`src/rtl/pipe_pkg.sv`:
```
// Shared widths, field layouts and control bit positions for the MIPS stage registers.
// No logic; types and constants only.
// Imported by pipe_slot and pipe_stage_reg.
package pipe_pkg;

  // IF/ID: fetched instruction and its link address
  localparam int IFID_CTRL_W   = 1;
  localparam int IFID_DATA_W   = 64;
  // ID/EXE: decoded controls, operands and destination candidates
  localparam int IDEXE_CTRL_W  = 8;
  localparam int IDEXE_DATA_W  = 106;
  // EXE/MEM: ALU result, store data and destination register
  localparam int EXEMEM_CTRL_W = 4;
  localparam int EXEMEM_DATA_W = 69;
  // MEM/WB: load data, ALU result and destination register
  localparam int MEMWB_CTRL_W  = 2;
  localparam int MEMWB_DATA_W  = 69;

  typedef struct packed {
    logic in_delay_slot;
  } ifid_ctrl_t;

  typedef struct packed {
    logic [31:0] pc_plus4;
    logic [31:0] instr;
  } ifid_data_t;

  typedef struct packed {
    logic       mem_to_reg;
    logic       reg_write;
    logic       mem_write;
    logic       mem_read;
    logic       alu_src;
    logic       reg_dst;
    logic [1:0] alu_op;
  } idexe_ctrl_t;

  typedef struct packed {
    logic [31:0] rs_val;
    logic [31:0] rt_val;
    logic [31:0] imm;
    logic [4:0]  rt;
    logic [4:0]  rd;
  } idexe_data_t;

  typedef struct packed {
    logic mem_to_reg;
    logic reg_write;
    logic mem_write;
    logic mem_read;
  } exemem_ctrl_t;

  typedef struct packed {
    logic [31:0] alu_res;
    logic [31:0] rt_val;
    logic [4:0]  reg_dest;
  } exemem_data_t;

  typedef struct packed {
    logic mem_to_reg;
    logic reg_write;
  } memwb_ctrl_t;

  typedef struct packed {
    logic [31:0] mem_rdata;
    logic [31:0] alu_res;
    logic [4:0]  reg_dest;
  } memwb_data_t;

  // Control bit positions inside the packed control words
  localparam int EXEMEM_MEM_READ_BIT   = 0;
  localparam int EXEMEM_MEM_WRITE_BIT  = 1;
  localparam int EXEMEM_REG_WRITE_BIT  = 2;
  localparam int EXEMEM_MEM_TO_REG_BIT = 3;
  localparam int MEMWB_REG_WRITE_BIT   = 0;
  localparam int MEMWB_MEM_TO_REG_BIT  = 1;

  // Number of held entries from the two slot valid flags
  function automatic logic [1:0] occ_count(input logic a, input logic b);
    return {1'b0, a} + {1'b0, b};
  endfunction

endpackage

```
`src/rtl/pipe_slot.sv`:
```
// One valid-tagged storage entry (control + data) of a stage register.
// Latency: loaded value visible after the next rising edge.
// No flow control of its own; the owner decides load/clear each cycle.
// Ports: clk, rst_n (sync, active-low), flush, load, clear, ld_ctrl/ld_data in;
//        valid, ctrl, data out.
module pipe_slot
  import pipe_pkg::*;
#(
  parameter int CTRL_W = EXEMEM_CTRL_W,
  parameter int DATA_W = EXEMEM_DATA_W
) (
  input  logic              clk,
  input  logic              rst_n,
  input  logic              flush,
  input  logic              load,
  input  logic              clear,
  input  logic [CTRL_W-1:0] ld_ctrl,
  input  logic [DATA_W-1:0] ld_data,
  output logic              valid,
  output logic [CTRL_W-1:0] ctrl,
  output logic [DATA_W-1:0] data
);

  // Flush beats load so a beat accepted during a squash is dropped;
  // payload registers are left alone on flush/clear (output gating hides ctrl).
  always_ff @(posedge clk) begin
    if (!rst_n) begin
      valid <= 1'b0;
      ctrl  <= '0;
      data  <= '0;
    end else if (flush) begin
      valid <= 1'b0;
    end else if (load) begin
      valid <= 1'b1;
      ctrl  <= ld_ctrl;
      data  <= ld_data;
    end else if (clear) begin
      valid <= 1'b0;
    end
  end

endmodule

```
`src/rtl/pipe_stage_reg.sv`:
```
// Valid/ready inter-stage pipeline register with flush, bubble gating and stall counter.
// Latency 1 cycle; throughput 1 beat/cycle in both SKID modes.
// SKID=1: registered in_ready via a second entry; SKID=0: in_ready = !out_valid | out_ready.
// Ports: clk, rst_n, flush; in_valid/in_ready/in_ctrl/in_data upstream;
//        out_valid/out_ready/out_ctrl/out_data downstream; occupancy, stall_cnt status.
module pipe_stage_reg
  import pipe_pkg::*;
#(
  parameter int CTRL_W = EXEMEM_CTRL_W,
  parameter int DATA_W = EXEMEM_DATA_W,
  parameter int SKID   = 1,
  parameter int CNT_W  = 16
) (
  input  logic              clk,
  input  logic              rst_n,
  input  logic              flush,
  input  logic              in_valid,
  output logic              in_ready,
  input  logic [CTRL_W-1:0] in_ctrl,
  input  logic [DATA_W-1:0] in_data,
  output logic              out_valid,
  input  logic              out_ready,
  output logic [CTRL_W-1:0] out_ctrl,
  output logic [DATA_W-1:0] out_data,
  output logic [1:0]        occupancy,
  output logic [CNT_W-1:0]  stall_cnt
);

  logic              m_vld;
  logic [CTRL_W-1:0] m_ctrl;
  logic [DATA_W-1:0] m_data;
  logic              s_vld;
  logic              acc;
  logic              dlv;

  assign acc = in_valid & in_ready;
  assign dlv = m_vld & out_ready;

  if (SKID != 0) begin : g_skid
    logic [CTRL_W-1:0] s_ctrl;
    logic [DATA_W-1:0] s_data;
    logic              m_free;  // main entry is empty or leaving this cycle

    assign m_free   = ~m_vld | out_ready;
    // s_vld is a flop, so no path from out_ready to in_ready
    assign in_ready = ~s_vld;

    // Main refills from skid first (older beat), else from the input
    pipe_slot #(.CTRL_W(CTRL_W), .DATA_W(DATA_W)) u_main (
      .clk     (clk),
      .rst_n   (rst_n),
      .flush   (flush),
      .load    (m_free & (s_vld | acc)),
      .clear   (dlv),
      .ld_ctrl (s_vld ? s_ctrl : in_ctrl),
      .ld_data (s_vld ? s_data : in_data),
      .valid   (m_vld),
      .ctrl    (m_ctrl),
      .data    (m_data)
    );

    // Skid catches a beat only when main is occupied and stuck
    pipe_slot #(.CTRL_W(CTRL_W), .DATA_W(DATA_W)) u_skid (
      .clk     (clk),
      .rst_n   (rst_n),
      .flush   (flush),
      .load    (acc & ~m_free),
      .clear   (m_free),
      .ld_ctrl (in_ctrl),
      .ld_data (in_data),
      .valid   (s_vld),
      .ctrl    (s_ctrl),
      .data    (s_data)
    );
  end else begin : g_single
    assign s_vld    = 1'b0;
    assign in_ready = ~m_vld | out_ready;

    pipe_slot #(.CTRL_W(CTRL_W), .DATA_W(DATA_W)) u_main (
      .clk     (clk),
      .rst_n   (rst_n),
      .flush   (flush),
      .load    (acc),
      .clear   (dlv),
      .ld_ctrl (in_ctrl),
      .ld_data (in_data),
      .valid   (m_vld),
      .ctrl    (m_ctrl),
      .data    (m_data)
    );
  end

  assign out_valid = m_vld;
  // Bubbles carry all-zero control so downstream write enables stay off
  assign out_ctrl  = m_vld ? m_ctrl : '0;
  assign out_data  = m_data;
  assign occupancy = occ_count(m_vld, s_vld);

  // Saturating stall counter; only reset clears it
  always_ff @(posedge clk) begin
    if (!rst_n) begin
      stall_cnt <= '0;
    end else if (out_valid && !out_ready && (stall_cnt != '1)) begin
      stall_cnt <= stall_cnt + CNT_W'(1);
    end
  end

endmodule
```
`config.mk`:
```
export PLATFORM = sky130hd
export DESIGN_NAME = pipe_stage_reg
export DESIGN_NICKNAME = d
export VERILOG_FILES = /design/src/rtl/pipe_pkg.sv /design/src/rtl/pipe_slot.sv /design/src/rtl/pipe_stage_reg.sv
export SDC_FILE = /design/constraint.sdc
export NUM_CORES = 1
export LEC_CHECK = 0
export ABC_AREA = 1
export CAP_MARGIN = 0
export CORE_MARGIN = 2
export CORE_UTILIZATION = 54
export DETAILED_ROUTE_END_ITERATION = 6
export GPL_ROUTABILITY_DRIVEN = 0
export GPL_TIMING_DRIVEN = 1
export PLACE_DENSITY = 0.85
export SLEW_MARGIN = 10
export SYNTH_ARGS = -nofsm -noshare
export SYNTH_HDL_FRONTEND = slang
export SYNTH_HIERARCHICAL = 1
export SYNTH_SLANG_ARGS = --single-unit
```
`constraint.sdc`:
```
create_clock -name clk -period 3.7 [get_ports clk]
set_clock_uncertainty 0.05 [all_clocks]
set_input_delay 0.37 -clock clk [delete_from_list [all_inputs] [get_ports clk]]
set_output_delay 0.37 -clock clk [all_outputs]
set_load 0.02 [all_outputs]
```
==> results of run 1 <==
tightest hold or removal path, stage by stage, from the launching register on:
cell,delay [ns]
dfxtp_1,0.32
nor2_1,0.04
nor2_1,0.08
area by class of cell:
class                      count  area [um^2]  area share
timing repair buffer         177         1780       0.160
sequential                   164         3280       0.296
tap                          220          275      0.0248
clock buffer                  23          478      0.0430
clock inverter                 9          103     0.00923
inverter                     173          654      0.0589
multi-input combinational    944         4540       0.409
flip-flops by register name, summed over array words and instances (netlist names):
name and flops:
g_skid.u_skid/data 69, g_skid.u_skid/valid 1, g_skid.u_skid/ctrl 4, g_skid.u_main/valid 1
stall_cnt 16, g_skid.u_main/ctrl 4, g_skid.u_main/data 69
cells in the mapped netlist (2+ instances only):
cell	n
nor2_4	9
buf_4	12
inv_1	169
ha_1	2
clkbuf_1	15
a21oi_1	11
nand2_2	4
buf_1	4
nand3_2	121
nor2_2	4
o21ai_0	2
nand3_1	38
nor2_1	331
buf_6	15
nand2_1	415
nand2_4	2
dfxtp_1	164
buf_2	33
inv_2	4
final timing paths:
kind,endpoint,slack [ns],startpoint,depth (start not counted)
worst min register to register,g_skid.u_main/data[64],0.43,g_skid.u_main/data[64],2
worst max register to register,g_skid.u_skid/ctrl[0],1.30,g_skid.u_main/valid,6
worst min-delay path,g_skid.u_main/data[64],0.43,g_skid.u_main/data[64],2
worst max-delay path,in_ready,1.02,g_skid.u_skid/valid,3
through the flow:
step	std cells	instance area, um^2	utilization	hold slack [ns]
3_5_place_dp	1678	10500	0.642	0.421
5_1_grt	1710	11100	0.677	0.450
4_1_cts	1710	11100	0.677	0.434
2_1_floorplan	1361	8960	-	0.405
6_report	1710	11100	0.677	0.430
3_3_place_gp	1678	10500	0.642	0.411
per-layer routing:
metal | global-route usage | vias up | share of wire
met5 | 0 | - | 0
li1 | - | 4280 | -
met3 | 0.0395 | 45 | 0.049
met1 | 0.308 | 3791 | 0.44
met4 | 0.112 | 0 | 0.029
met2 | 0.425 | 254 | 0.49
kinds of logic after synthesis:
| kind of cell | count (synthesis) |
|---|---|
| adder cells (fa/ha/maj) | 2 |
| buffers and inverters | 253 |
| AND/OR/NAND/NOR | 928 |
| AO/OA/AOI/OAI | 14 |
| flip-flops | 164 |
power by group through the flow:
stage | sequential, mW | clock, mW | combinational [mW]
final | 1.87 | 1.75 | 0.650
after global routing | 1.88 | 1.84 | 0.714
after CTS | 1.87 | 1.77 | 0.653
after detailed placement | 1.91 | 0 | 0.648
after global placement | 1.91 | 0 | 0.636
after floorplan | 1.97 | 0 | 0.338
layout by cell type (no fill, tap or decap), types with 3 or more instances in the layout:
cell             count
clkbuf_16           17
inv_1              168
nor2_4               9
nand3_1             38
clkbuf_1             3
buf_4                6
clkinv_2             4
clkinvlp_4           3
a21oi_1             10
inv_2                3
nor2_2               4
clkbuf_8             3
clkdlybuf4s50_1    169
dfxtp_1            163
nand2_2              4
nand2_1            415
nand3_2            121
nor2_1             331
==> impl_metrics.yaml, run 1 <==
finish:
  num-fill-cells: 1427
  syn2layout_area_growth_pct: 24.0
  drive_gt1_frac: 0.126
  diodes: 0
  nNetsFinal: 1557
run_status:
  status: "finished clean"
critical_path:
  cp_num_buf_inv: 3
  critPathKind: "reg -> out"
  required_ns: 3.28
  cp_slowest_cell: "clkdlybuf4s50_1"
  cp_max_fo: 74
  crit_path_cell_trace: "inv_2, buf_4, clkdlybuf4s50_1"
  cpLargestDelayFamily: "buffers and inverters"
  critPathLaunchType: "flop"
  cpPeakStageDelay_ns: 0.75
  worstPathArrival_ns: 2.26
  end_kind: "output port"
clocking:
  cts_buffers: 17
  cts_root_buf: "clkbuf_16"
  post-cts-setup-buffer-count: 0
  path_clk_slew_ns: 0.06
  hold_buffers: 0
  cts.htree.levels: 4
  clock_sinks: 164
  cts_tree: "built"
  clkLatencyLatePin_ns: 0.42
  cts_resized: 0
  cts_buffer_depth: 2
die:
  die-area_um2: 17600
  initial_core_util: 0.546
  core_um2: 16400
  fp-row-count: 47
  die_h_um: 133
  io_pins: 171
  die_w_um: 133
global_routing:
  grt.total_usage: 0.248
  grt_antenna_before_repair: 0
  first_global_vias: 7668
  grt_max_degree: 100
  grt_pass1_wl_um: 36100
  overflow: 0
placement:
  pre_cts_ws_ns: 1.03
  place_hpwl_um: 13000
  io_buffer_count: 170
logic_synthesis:
  synth_top_family_by_area: "simple AND/OR/NAND/NOR gates"
  ys_seq_area_frac: 0.366
  synthFlopType: "dfxtp_1"
  synth_cell_type_count: 25
  ys_warn_count: 6
  yosys.area_share.simple: 0.494
  synthXorXnorAreaFrac: 0
  synth_top_area_cell: "dfxtp_1"
  yosys.area_share.adder: 0.00279
  synth_seq_cells: 164
  syn_area_per_cell_um2: 6.58
  synthesis.area_um2: 8960
  synth-edff-count: 0
  synthCells: 1361
  synth_fp_nets: 1441
  synthTopCellsByArea: "dfxtp_1, nand2_1, nor2_1"
  synth-compound-area-share: 0.00810
  synthMuxAreaShare: 0
  synth_top_area_frac: 0.366
  synthArstFlopShare: 0
sta:
  timing_hold_violations_final: 0
  maxSlewViolCount: 0
  maxSlewHeadroom: 0.208
  fin_ws_ns: 1.02
  final-setup-viol-count: 0
  rsz0062_at_grt: "no"
  tightest_slew_ns: 1.19
  tns_ns: 0
  post-route-period-util: 0.723
  max_freq_ghz: 0.374
  layout_min_cycle_time_ns: 2.68
flow_run:
  drv_cap: 0
worst_hold_path:
  hold_class: "reg -> reg"
power_and_ir_drop:
  peakVddDrop_uv: 337
  p_leak_nw: 5.18
  intPower_mw: 3.16
  power.share.switching: 0.261
  p_comb_frac: 0.152
  power_mw: 4.27
  power_frac_clock: 0.410
  pwr-share-seq: 0.438
  p_per_area_nw_per_um2: 384
  power_switching_mw: 1.11
route:
  drc_errors: 0
  wirelength_um: 21700
  vias: 8370
  ant_nets: 0
  first_pass_iters: 5
  wl_per_cell_um: 12.7
  via_per_inst: 4.89
  drtIter0Drc: 602
Power figures use the tool's default switching activity.
==> run 2, diff against run 1 <==
CORE_UTILIZATION = 48   (was 54)
PLACE_DENSITY = 0.8   (was 0.85)
clock period = 2.15 ns   (was 3.7 ns; I/O delays follow)
==> impl_metrics.yaml, run 2 (same netlist as run 1, synthesis figures left out) <==
power_and_ir_drop:
  power_frac_clock: 0.417
  power_switching_mw: 1.97
  intPower_mw: 5.54
  power.share.switching: 0.262
  p_per_area_nw_per_um2: 660
  p_comb_frac: 0.154
  p_leak_nw: 5.30
  pwr-share-seq: 0.429
  peakVddDrop_uv: 536
clocking:
  clock_sinks: 164
  cts_tree: "built"
  path_clk_slew_ns: 0.06
  clkLatencyLatePin_ns: 0.43
  cts_buffer_depth: 2
  cts.htree.levels: 4
  hold_buffers: 0
  cts_root_buf: "clkbuf_16"
  cts_buffers: 17
critical_path:
  reg2reg_slack_ns: 0.38
  crit_path_cell_trace: "buf_4, nand2_1, inv_1, clkdlybuf4s50_1"
  cp_slowest_cell: "clkdlybuf4s50_1"
  end_kind: "output port"
  r2r_start: "g_skid.u_main/valid"
  worstPathArrival_ns: 1.74
  cpPeakStageDelay_ns: 0.61
  critPathKind: "reg -> out"
  cp_max_fo: 7
  cpLargestDelayFamily: "buffers and inverters"
  critPathLaunchType: "flop"
  required_ns: 1.88
  cp_num_buf_inv: 3
  r2r_cells: 7
  r2r_end: "g_skid.u_main/data[3]"
  critPathLaunch: "g_skid.u_main/valid"
sta:
  rsz0062_at_grt: "no"
  final-setup-viol-count: 0
  timing_hold_violations_final: 0
  tightest_slew_ns: 0.557
  fin_ws_ns: 0.145
  post-route-period-util: 0.933
  tns_ns: 0
  maxSlewViolCount: 0
  maxSlewHeadroom: 0.629
  max_freq_ghz: 0.499
  layout_min_cycle_time_ns: 2.01
global_routing:
  grt_max_degree: 110
  grt_antenna_before_repair: 0
  grt_pass1_wl_um: 36500
  grt.total_usage: 0.226
  overflow: 0
  first_global_vias: 7660
die:
  io_pins: 171
  die-area_um2: 19800
  die_h_um: 141
  fp-row-count: 49
  initial_core_util: 0.494
  die_w_um: 141
  core_um2: 18100
finish:
  most-common-layout-cells: "nand2_1, nor2_1, clkdlybuf4s50_1"
  finish.utilization: 0.626
  drive_gt1_frac: 0.135
  final_common_cell: "nand2_1"
  nNetsFinal: 1569
  final_cells: 1731
  num-fill-cells: 1626
  syn2layout_area_growth_pct: 26.8
  largest_registers: "g_skid.u_main/data (69), g_skid.u_skid/data (69), stall_cnt (16)"
  diodes: 0
placement:
  pre_cts_ws_ns: 0.191
  io_buffer_count: 170
  place_hpwl_um: 14100
  dpl.cell_count: 1699
route:
  first_pass_iters: 5
  via_per_inst: 4.83
  ant_nets: 0
  wirelength_um: 22400
  wl_per_cell_um: 13.0
  drc_errors: 0
  vias: 8353
  drtIter0Drc: 486
worst_hold_path:
  hold-path-endpoint: "stall_cnt[6]"
  worstHoldStart: "rst_n"
  hold_depth: 4
  hold_class: "in -> reg"
flow_run:
  drv_cap: 0
run_status:
  status: "finished clean"
## run 2: tightest hold or removal path: cells and delay by family
family	cells	cell delay (ns)
buf+inv	2	0.31
simple gates	2	0.12
## run 2: power by group through the flow
stage	clock [mW]	combinational (mW)	sequential [mW]
after floorplan	0	0.582	3.39
after global placement	0	1.14	3.28
after detailed placement	0	1.16	3.29
after CTS	3.19	1.16	3.22
after global routing	3.31	1.27	3.23
final	3.13	1.16	3.22
## run 2: routing by layer
metal | vias to the layer above | GRT usage | wire, um
met5 | - | 0 | 0
met4 | 0 | 0.104 | 653
met3 | 41 | 0.0360 | 1150
met2 | 225 | 0.397 | 11100
met1 | 3780 | 0.271 | 9520
li1 | 4307 | - | -
## run 2: how the worst max path moves through the flow
stage	end	depth (start not counted)
finish	out_ctrl[0]	4
global route	out_ctrl[3]	4
CTS	out_ctrl[0]	4
detailed placement	g_skid.u_skid/data[48]	9
global placement	g_skid.u_skid/data[67]	9
floorplan	g_skid.u_skid/data[6]	7
## run 2: cell type report
class,instances,area (um^2),area share
clock buffer,22,494,0.0435
clock inverter,10,123,0.0108
inverter,173,654,0.0576
multi-input combinational,944,4540,0.400
sequential,164,3290,0.289
tap,229,287,0.0252
timing repair buffer,189,1980,0.174
## run 2: stage by stage
step | instance area, um^2 | hold slack (ns) | power (mW)
after floorplan | 8960 | 0.285 | 3.98
after global placement | 10700 | 0.411 | 4.42
after detailed placement | 10700 | 0.420 | 4.44
after CTS | 11400 | 0.218 | 7.57
after global routing | 11400 | 0.232 | 7.81
final | 11400 | 0.224 | 7.50
## run 2: repair_timing
item,CTS,global route
buffers inserted,0,0
resized for setup,1,0
setup endpoints to repair,1,0
==> run 3, diff against run 2 <==
SKIP_CTS_REPAIR_TIMING = 1   (was default)
==> results of run 3 <==
No change in the layout: final DEF, timing and power equal those of run 2.
Main changes from that run: via count of the first global-routing pass 7660 -> 7657
